`src/rtl/pwm_bank_pkg.sv`:
```
// Shared constants and types for the PWM bank.
package pwm_pkg;

  localparam int unsigned PwmWidth = 8;
  localparam int unsigned PwmNch   = 4;

  typedef enum logic {
    PWM_EDGE   = 1'b0,
    PWM_CENTER = 1'b1
  } pwm_mode_e;

endpackage

```
`src/rtl/pwm_bank_if.sv`:
```
// Shadow duty write bus shared by the PWM bank and whatever programs it.
interface pwm_bank_if #(
  parameter int unsigned WIDTH = 8,
  parameter int unsigned NCH   = 4
);

  localparam int unsigned ChW = (NCH > 1) ? $clog2(NCH) : 1;

  logic             duty_wr;
  logic [ChW-1:0]   duty_ch;
  logic [WIDTH-1:0] duty_data;

  modport master (output duty_wr, output duty_ch, output duty_data);
  modport slave  (input duty_wr, input duty_ch, input duty_data);

endinterface

```
`src/rtl/pwm_bank_chan.sv`:
```
// One PWM channel: shadow/active duty pair, pending flag and registered compare output.
module pwm_chan #(
  parameter int unsigned WIDTH = 8
) (
  input  logic             clk,
  input  logic             rst_n,
  input  logic             en,
  input  logic             xfer,
  input  logic [WIDTH-1:0] cnt,
  input  logic             wr,
  input  logic [WIDTH-1:0] data,
  output logic             pwm,
  output logic             pending
);

  logic [WIDTH-1:0] shadow_q;
  logic [WIDTH-1:0] duty_act_q;

  always_ff @(posedge clk or negedge rst_n) begin
    if (!rst_n) begin
      shadow_q   <= '0;
      duty_act_q <= '0;
      pending    <= 1'b0;
      pwm        <= 1'b0;
    end else begin
      // A write in the transfer cycle lands after the old shadow has been taken.
      if (xfer && pending) duty_act_q <= shadow_q;
      if (wr) shadow_q <= data;
      if (wr) begin
        pending <= 1'b1;
      end else if (xfer) begin
        pending <= 1'b0;
      end
      pwm <= en && (cnt < duty_act_q);
    end
  end

endmodule

```
`src/rtl/pwm_bank.sv`:
```
// Multi-channel PWM with a shared counter; optional center-aligned mode under PWM_CENTER_EN.
module pwm_bank
  import pwm_pkg::*;
#(
  parameter int unsigned WIDTH = PwmWidth,
  parameter int unsigned NCH   = PwmNch
) (
  input  logic             clk,
  input  logic             rst_n,
  input  logic             en,
  input  logic             center,
  input  logic [WIDTH-1:0] period,
  pwm_bank_if.slave        bus,
  output logic [NCH-1:0]   pwm_sig,
  output logic [NCH-1:0]   pending,
  output logic             period_strobe
);

  localparam int unsigned ChW = (NCH > 1) ? $clog2(NCH) : 1;
  localparam logic [WIDTH-1:0] One = WIDTH'(1);

  logic [WIDTH-1:0] cnt_q, cnt_d;
  logic [WIDTH-1:0] per_act_q;
  logic             boundary;
  logic             xfer;

`ifdef PWM_CENTER_EN
  pwm_mode_e mode_act_q;
  logic      dir_down_q, dir_down_d;
`else
  logic      unused_center;
  assign unused_center = center;
`endif

  always_comb begin
    boundary = 1'b0;
    cnt_d    = cnt_q + One;
`ifdef PWM_CENTER_EN
    dir_down_d = dir_down_q;
    if (mode_act_q == PWM_CENTER) begin
      if (dir_down_q) begin
        cnt_d    = cnt_q - One;
        boundary = (cnt_q == One);
      end else if (cnt_q == per_act_q) begin
        // With a top of 0 or 1 there is no down leg; the peak is the boundary.
        if (per_act_q <= One) begin
          boundary = 1'b1;
        end else begin
          cnt_d      = per_act_q - One;
          dir_down_d = 1'b1;
        end
      end
    end else begin
      boundary = (cnt_q == per_act_q);
    end
`else
    boundary = (cnt_q == per_act_q);
`endif
    xfer = boundary || !en;
    if (xfer) begin
      cnt_d = '0;
`ifdef PWM_CENTER_EN
      dir_down_d = 1'b0;
`endif
    end
  end

  always_ff @(posedge clk or negedge rst_n) begin
    if (!rst_n) begin
      cnt_q         <= '0;
      per_act_q     <= '1;
      period_strobe <= 1'b0;
`ifdef PWM_CENTER_EN
      mode_act_q    <= PWM_EDGE;
      dir_down_q    <= 1'b0;
`endif
    end else begin
      cnt_q         <= cnt_d;
      period_strobe <= en && boundary;
      if (xfer) per_act_q <= period;
`ifdef PWM_CENTER_EN
      if (xfer) mode_act_q <= pwm_mode_e'(center);
      dir_down_q <= dir_down_d;
`endif
    end
  end

  for (genvar i = 0; i < NCH; i++) begin : g_chan
    pwm_chan #(
      .WIDTH(WIDTH)
    ) u_chan (
      .clk    (clk),
      .rst_n  (rst_n),
      .en     (en),
      .xfer   (xfer),
      .cnt    (cnt_q),
      .wr     (bus.duty_wr && (bus.duty_ch == ChW'(i))),
      .data   (bus.duty_data),
      .pwm    (pwm_sig[i]),
      .pending(pending[i])
    );
  end

endmodule

```
`src/flat_wrapper.sv`:
```
// flat-port wrapper written by rule: the top's interface ports become plain ports
module pwm_bank_flat import pwm_pkg::*;
#(
  parameter int unsigned WIDTH = PwmWidth,
  parameter int unsigned NCH   = PwmNch
)
  (clk, rst_n, en, center, period, pwm_sig, pending, period_strobe, bus_duty_wr, bus_duty_ch, bus_duty_data);
  pwm_bank_if #(.WIDTH(WIDTH), .NCH(NCH)) bus_i ();
  input  logic clk;
  input  logic rst_n;
  input  logic en;
  input  logic center;
  input  logic [WIDTH-1:0] period;
  output logic [NCH-1:0] pwm_sig;
  output logic [NCH-1:0] pending;
  output logic period_strobe;
  input wire logic [$bits(bus_i.duty_wr)-1:0] bus_duty_wr;
  input wire logic [$bits(bus_i.duty_ch)-1:0] bus_duty_ch;
  input wire logic [$bits(bus_i.duty_data)-1:0] bus_duty_data;
  assign bus_i.duty_wr = bus_duty_wr;
  assign bus_i.duty_ch = bus_duty_ch;
  assign bus_i.duty_data = bus_duty_data;
  pwm_bank #(.WIDTH(WIDTH), .NCH(NCH)) u_core (.clk(clk), .rst_n(rst_n), .en(en), .center(center), .period(period), .bus(bus_i), .pwm_sig(pwm_sig), .pending(pending), .period_strobe(period_strobe));
endmodule
```
`config.mk`:
```
export PLATFORM = sky130hd
export DESIGN_NAME = pwm_bank_flat
export DESIGN_NICKNAME = d
export VERILOG_FILES = /design/src/rtl/pwm_bank_pkg.sv /design/src/rtl/pwm_bank_if.sv /design/src/rtl/pwm_bank_chan.sv /design/src/rtl/pwm_bank.sv /design/src/flat_wrapper.sv
export SDC_FILE = /design/constraint.sdc
export NUM_CORES = 1
export LEC_CHECK = 0
export CORE_UTILIZATION = 58
export CTS_CLUSTER_DIAMETER = 50
export DETAILED_ROUTE_END_ITERATION = 12
export PLACE_DENSITY_LB_ADDON = 0.08
export SYNTH_ARGS = -nofsm -noshare
export SYNTH_HDL_FRONTEND = slang
export SYNTH_SLANG_ARGS = --single-unit
```
`constraint.sdc`:
```
create_clock -name clk -period 1.8 [get_ports clk]
set_input_delay 0.27 -clock clk [delete_from_list [all_inputs] [get_ports clk]]
set_output_delay 0.27 -clock clk [all_outputs]
set_load 0.03 [all_outputs]
```
==> results of run 1 <==
-- final cells by class --
| class | instances | area (um2) | share of cell area [%] |
|---|---|---|---|
| sequential | 89 | 2240 | 40.6 |
| clock buffer | 10 | 138 | 2.50 |
| timing repair buffer | 55 | 542 | 9.83 |
| tap | 102 | 128 | 2.32 |
| inverter | 32 | 120 | 2.18 |
| clock inverter | 6 | 72.6 | 1.32 |
| multi-input combinational | 275 | 2280 | 41.3 |
-- report_power, final --
part,switching [mW],total (mW),internal [mW]
registers,0.216,2.53,2.31
logic,0.556,1.06,0.507
clock network,0.742,1.44,0.694
total,1.51,5.03,3.51
-- layer usage --
metal	share of wire, %	routed length, um	vias up
met2	47	4880	95
met4	1.9	201	0
li1	-	-	1576
met3	4.6	475	18
met5	0	0	-
met1	46	4810	1672
-- logic make-up after synthesis --
family / count (synthesis)
and+or+nand+nor: 98
AOI/OAI and AO/OA: 94
DFF: 89
adders and majority gates: 29
xor gates and xnor gates: 14
muxes: 40
buffers and inverters: 60
-- registers in the layout (all words and copies together), names as in the netlist --
name,count
u_core.g_chan.u_chan.duty_act_q,32
u_core.period_strobe,1
u_core.g_chan.u_chan.pending,4
u_core.g_chan.u_chan.shadow_q,32
u_core.per_act_q,8
u_core.cnt_q,8
u_core.g_chan.u_chan.pwm,4
-- worst paths after layout --
| kind | to | slack, ns | depth (start not counted) |
|---|---|---|---|
| setup / recovery | u_core.g_chan[2].u_chan.duty_act_q[1] | 0.06 | 5 |
| hold / removal | u_core.period_strobe | 0.40 | 2 |
| setup reg to reg | u_core.g_chan[2].u_chan.duty_act_q[1] | 0.06 | 5 |
| hold reg to reg | u_core.g_chan[1].u_chan.shadow_q[7] | 0.52 | 1 |
| max in group asynchronous | u_core.per_act_q[1] | 0.83 | 3 |
| min in group clk | u_core.g_chan[1].u_chan.shadow_q[7] | 0.52 | 1 |
-- worst max-delay path, delay by kind of cell, from the launching register on --
kind	cells	cell delay, ns
and+or+nand+nor	1	0.21
DFF	1	0.55
AOI/OAI and AO/OA	2	0.39
buffers and inverters	1	0.31
xor gates and xnor gates	1	0.15
-- timing repair --
item | 4_1_cts | 5_1_grt
buffers inserted | 0 | 0
hold buffers | 1 | 0
gates resized for setup | 0 | 2
hold endpoints to repair | 32 | 0
endpoints found under the setup margin | 0 | 3
-- cells in the final DEF, fill, tap and decap left out, types with 6 or more instances in the layout --
cell type / count
nor2_1: 7
buf_4: 20
clkbuf_8: 10
nand2b_1: 16
dfrtp_1: 81
o211ai_2: 30
mux2_2: 32
nand3_1: 6
o211ai_1: 34
a211oi_1: 8
clkdlybuf4s50_1: 29
ha_1: 29
nand2_1: 56
xnor2_1: 8
dfstp_2: 8
inv_1: 29
-- through the flow --
| step | cells | worst slack [ns] | TNS [ns] | hold WS [ns] | instance area, um2 |
|---|---|---|---|---|---|
| CTS | 569 | 0.0541 | 0 | 0.420 | 5500 |
| floorplan | 424 | 0.228 | 0 | -0.0256 | 4800 |
| detailed placement | 552 | 0.0896 | 0 | 0.264 | 5280 |
| finish | 569 | 0.0647 | 0 | 0.398 | 5510 |
| global placement | 552 | 0.109 | 0 | 0.263 | 5280 |
| global route | 569 | -0.00940 | -0.0175 | 0.447 | 5510 |
==> impl_results.md, run 1 <==
* Worst Path Required at 2.04 ns
* Largest net degree at the start of global routing at 35
* Clock tree buffer depth at 2
* CORE AREA at 7850 um2
* Complex-gate fraction of the synthesized area at 17.6%
* Setup CP Type: register to register
* Ys flop type: dfrtp_1
* Max cap viols at 0
* Clk_lat worst skew at 0.36 ns
* GR peak layer: met2
* Drt initial violations at 140
* GR Util All Layers at 26.0%
* Main combinational cell family by area after synthesis: compound AO/OA/AOI/OAI gates
* CP Launch Type: register
* Ys async rst share at 100%
* Clk sinks at 89
* Die Ht at 93.0 um
* Status: complete, no violations
* CTS Buf Count at 9
* Root Driver: clkbuf_8
* Yosys top cell by area: dfrtp_1
* Syn-to-layout area delta at 14.9%
* Final setup vio count at 0
* Detail Placement HPWL at 7.44 mm
* EDFF count, synth at 0
* Final ANT Viol Nets at 0
* DRT Wirelength at 10.4 mm
* PortBufs at 30
* Die width at 93.0 um
* Post-synthesis sequential area ratio at 46.6%
* Initial Utilization at 61.1%
* Max Fanout on Critical Path at 32
* Critical path endpoint category: register
* Final Hold Vio Count at 0
* Reg2reg start: u_core.per_act_q[1]
* Mean Syn Cell Area at 11.3 um2
* DRC Markers at 0
* H-Tree Level Count at 3
* Post-synthesis xor/xnor area fraction at 2.71%
* Post-synth cell types at 36
* Fillers at 585
* Total congestion overflow at 0
* PD cells at 912 nW/um2
* CP max-delay cell: dfstp_2
* Maximum vdd drop at 0.622 mV
* Rel. slew slack at 68.2%
* Routability congestion estimate at 0.806
* Cell Chain, Critical Path: xnor2_1, nand4_2, buf_4, o211ai_1, o211ai_2
* Wire per inst at 18.2 um
* Reg clk slew, reported paths at 0.09 ns
* Mux contribution to synthesized area at 9.62%
* Crit path time final at 1.74 ns
* Ys Warns at 0
* Most common cell in the netlist: dfrtp_1
* Tightest Hold Check Type: input pin to async pin
* I/O pin count at 32
* Clock skew at 0.0105 ns
* Drt via density at 5.91
* Adder-Cell Fraction of Synth Area at 7.56%
* DR vias at 3361
* Met1 Usage GRT at 37.1%
* ANT cells at 0
* Worst Setup SP: u_core.per_act_q[1]
* Simple-gate share of the synthesized area at 9.75%
* Final core utilization at 70.2%
* Met2 usage at 40.6%
* Synth top area cells: dfrtp_1 (42%), o211ai_2 (7.8%), ha_1 (7.6%), mux2_2 (7.5%), o211ai_1 (5.3%)
* First-pass DRT Iterations at 5
* Synthesized flop and latch total at 89
* Rows at 32
* First-pass GRT wire length at 17.1 mm
* Initial antenna violation count at 0
* Max incr delay on CP at 0.55 ns
* Worst-Margin Slew at 0.477 ns
* Worst EP arrival at 1.97 ns
* Lkg Pwr at 2.63 nW
* Vias in the first global route at 3287
* Net Count, Synth at 476
* Top cell type's share of synthesized area at 42.2%
* CTS tree: done
* Post-Syn Area at 4800 um2
* Mapped Cells at 424
* Final net count at 514
* Final total power at 5.03 mW
* Met3 Track Usage GR at 3.20%
* Achievable Freq at 576 MHz
* Synth cell count leaders: dfrtp_1 (81), nand2_1 (56), o211ai_1 (34), mux2_2 (32), o211ai_2 (30)
* Die area at 8640 um2
* Final worst-path cycle share at 96.4%
* Max-slew violation count at 0
* Layout cells sized above 1 at 25.7%
No activity file was read; power rests on OpenSTA's default activity.
==> run 2, diff against run 1 <==
--- a/config.mk
+++ b/config.mk
@@ -8,7 +8,9 @@
 export CORE_UTILIZATION = 58
 export CTS_CLUSTER_DIAMETER = 50
 export DETAILED_ROUTE_END_ITERATION = 12
+export HOLD_SLACK_MARGIN = 0.1
 export PLACE_DENSITY_LB_ADDON = 0.08
+export SLEW_MARGIN = 20
 export SYNTH_ARGS = -nofsm -noshare
 export SYNTH_HDL_FRONTEND = slang
 export SYNTH_SLANG_ARGS = --single-unit
==> results of run 2 <==
No change in the layout: final DEF, timing and power equal those of run 1.
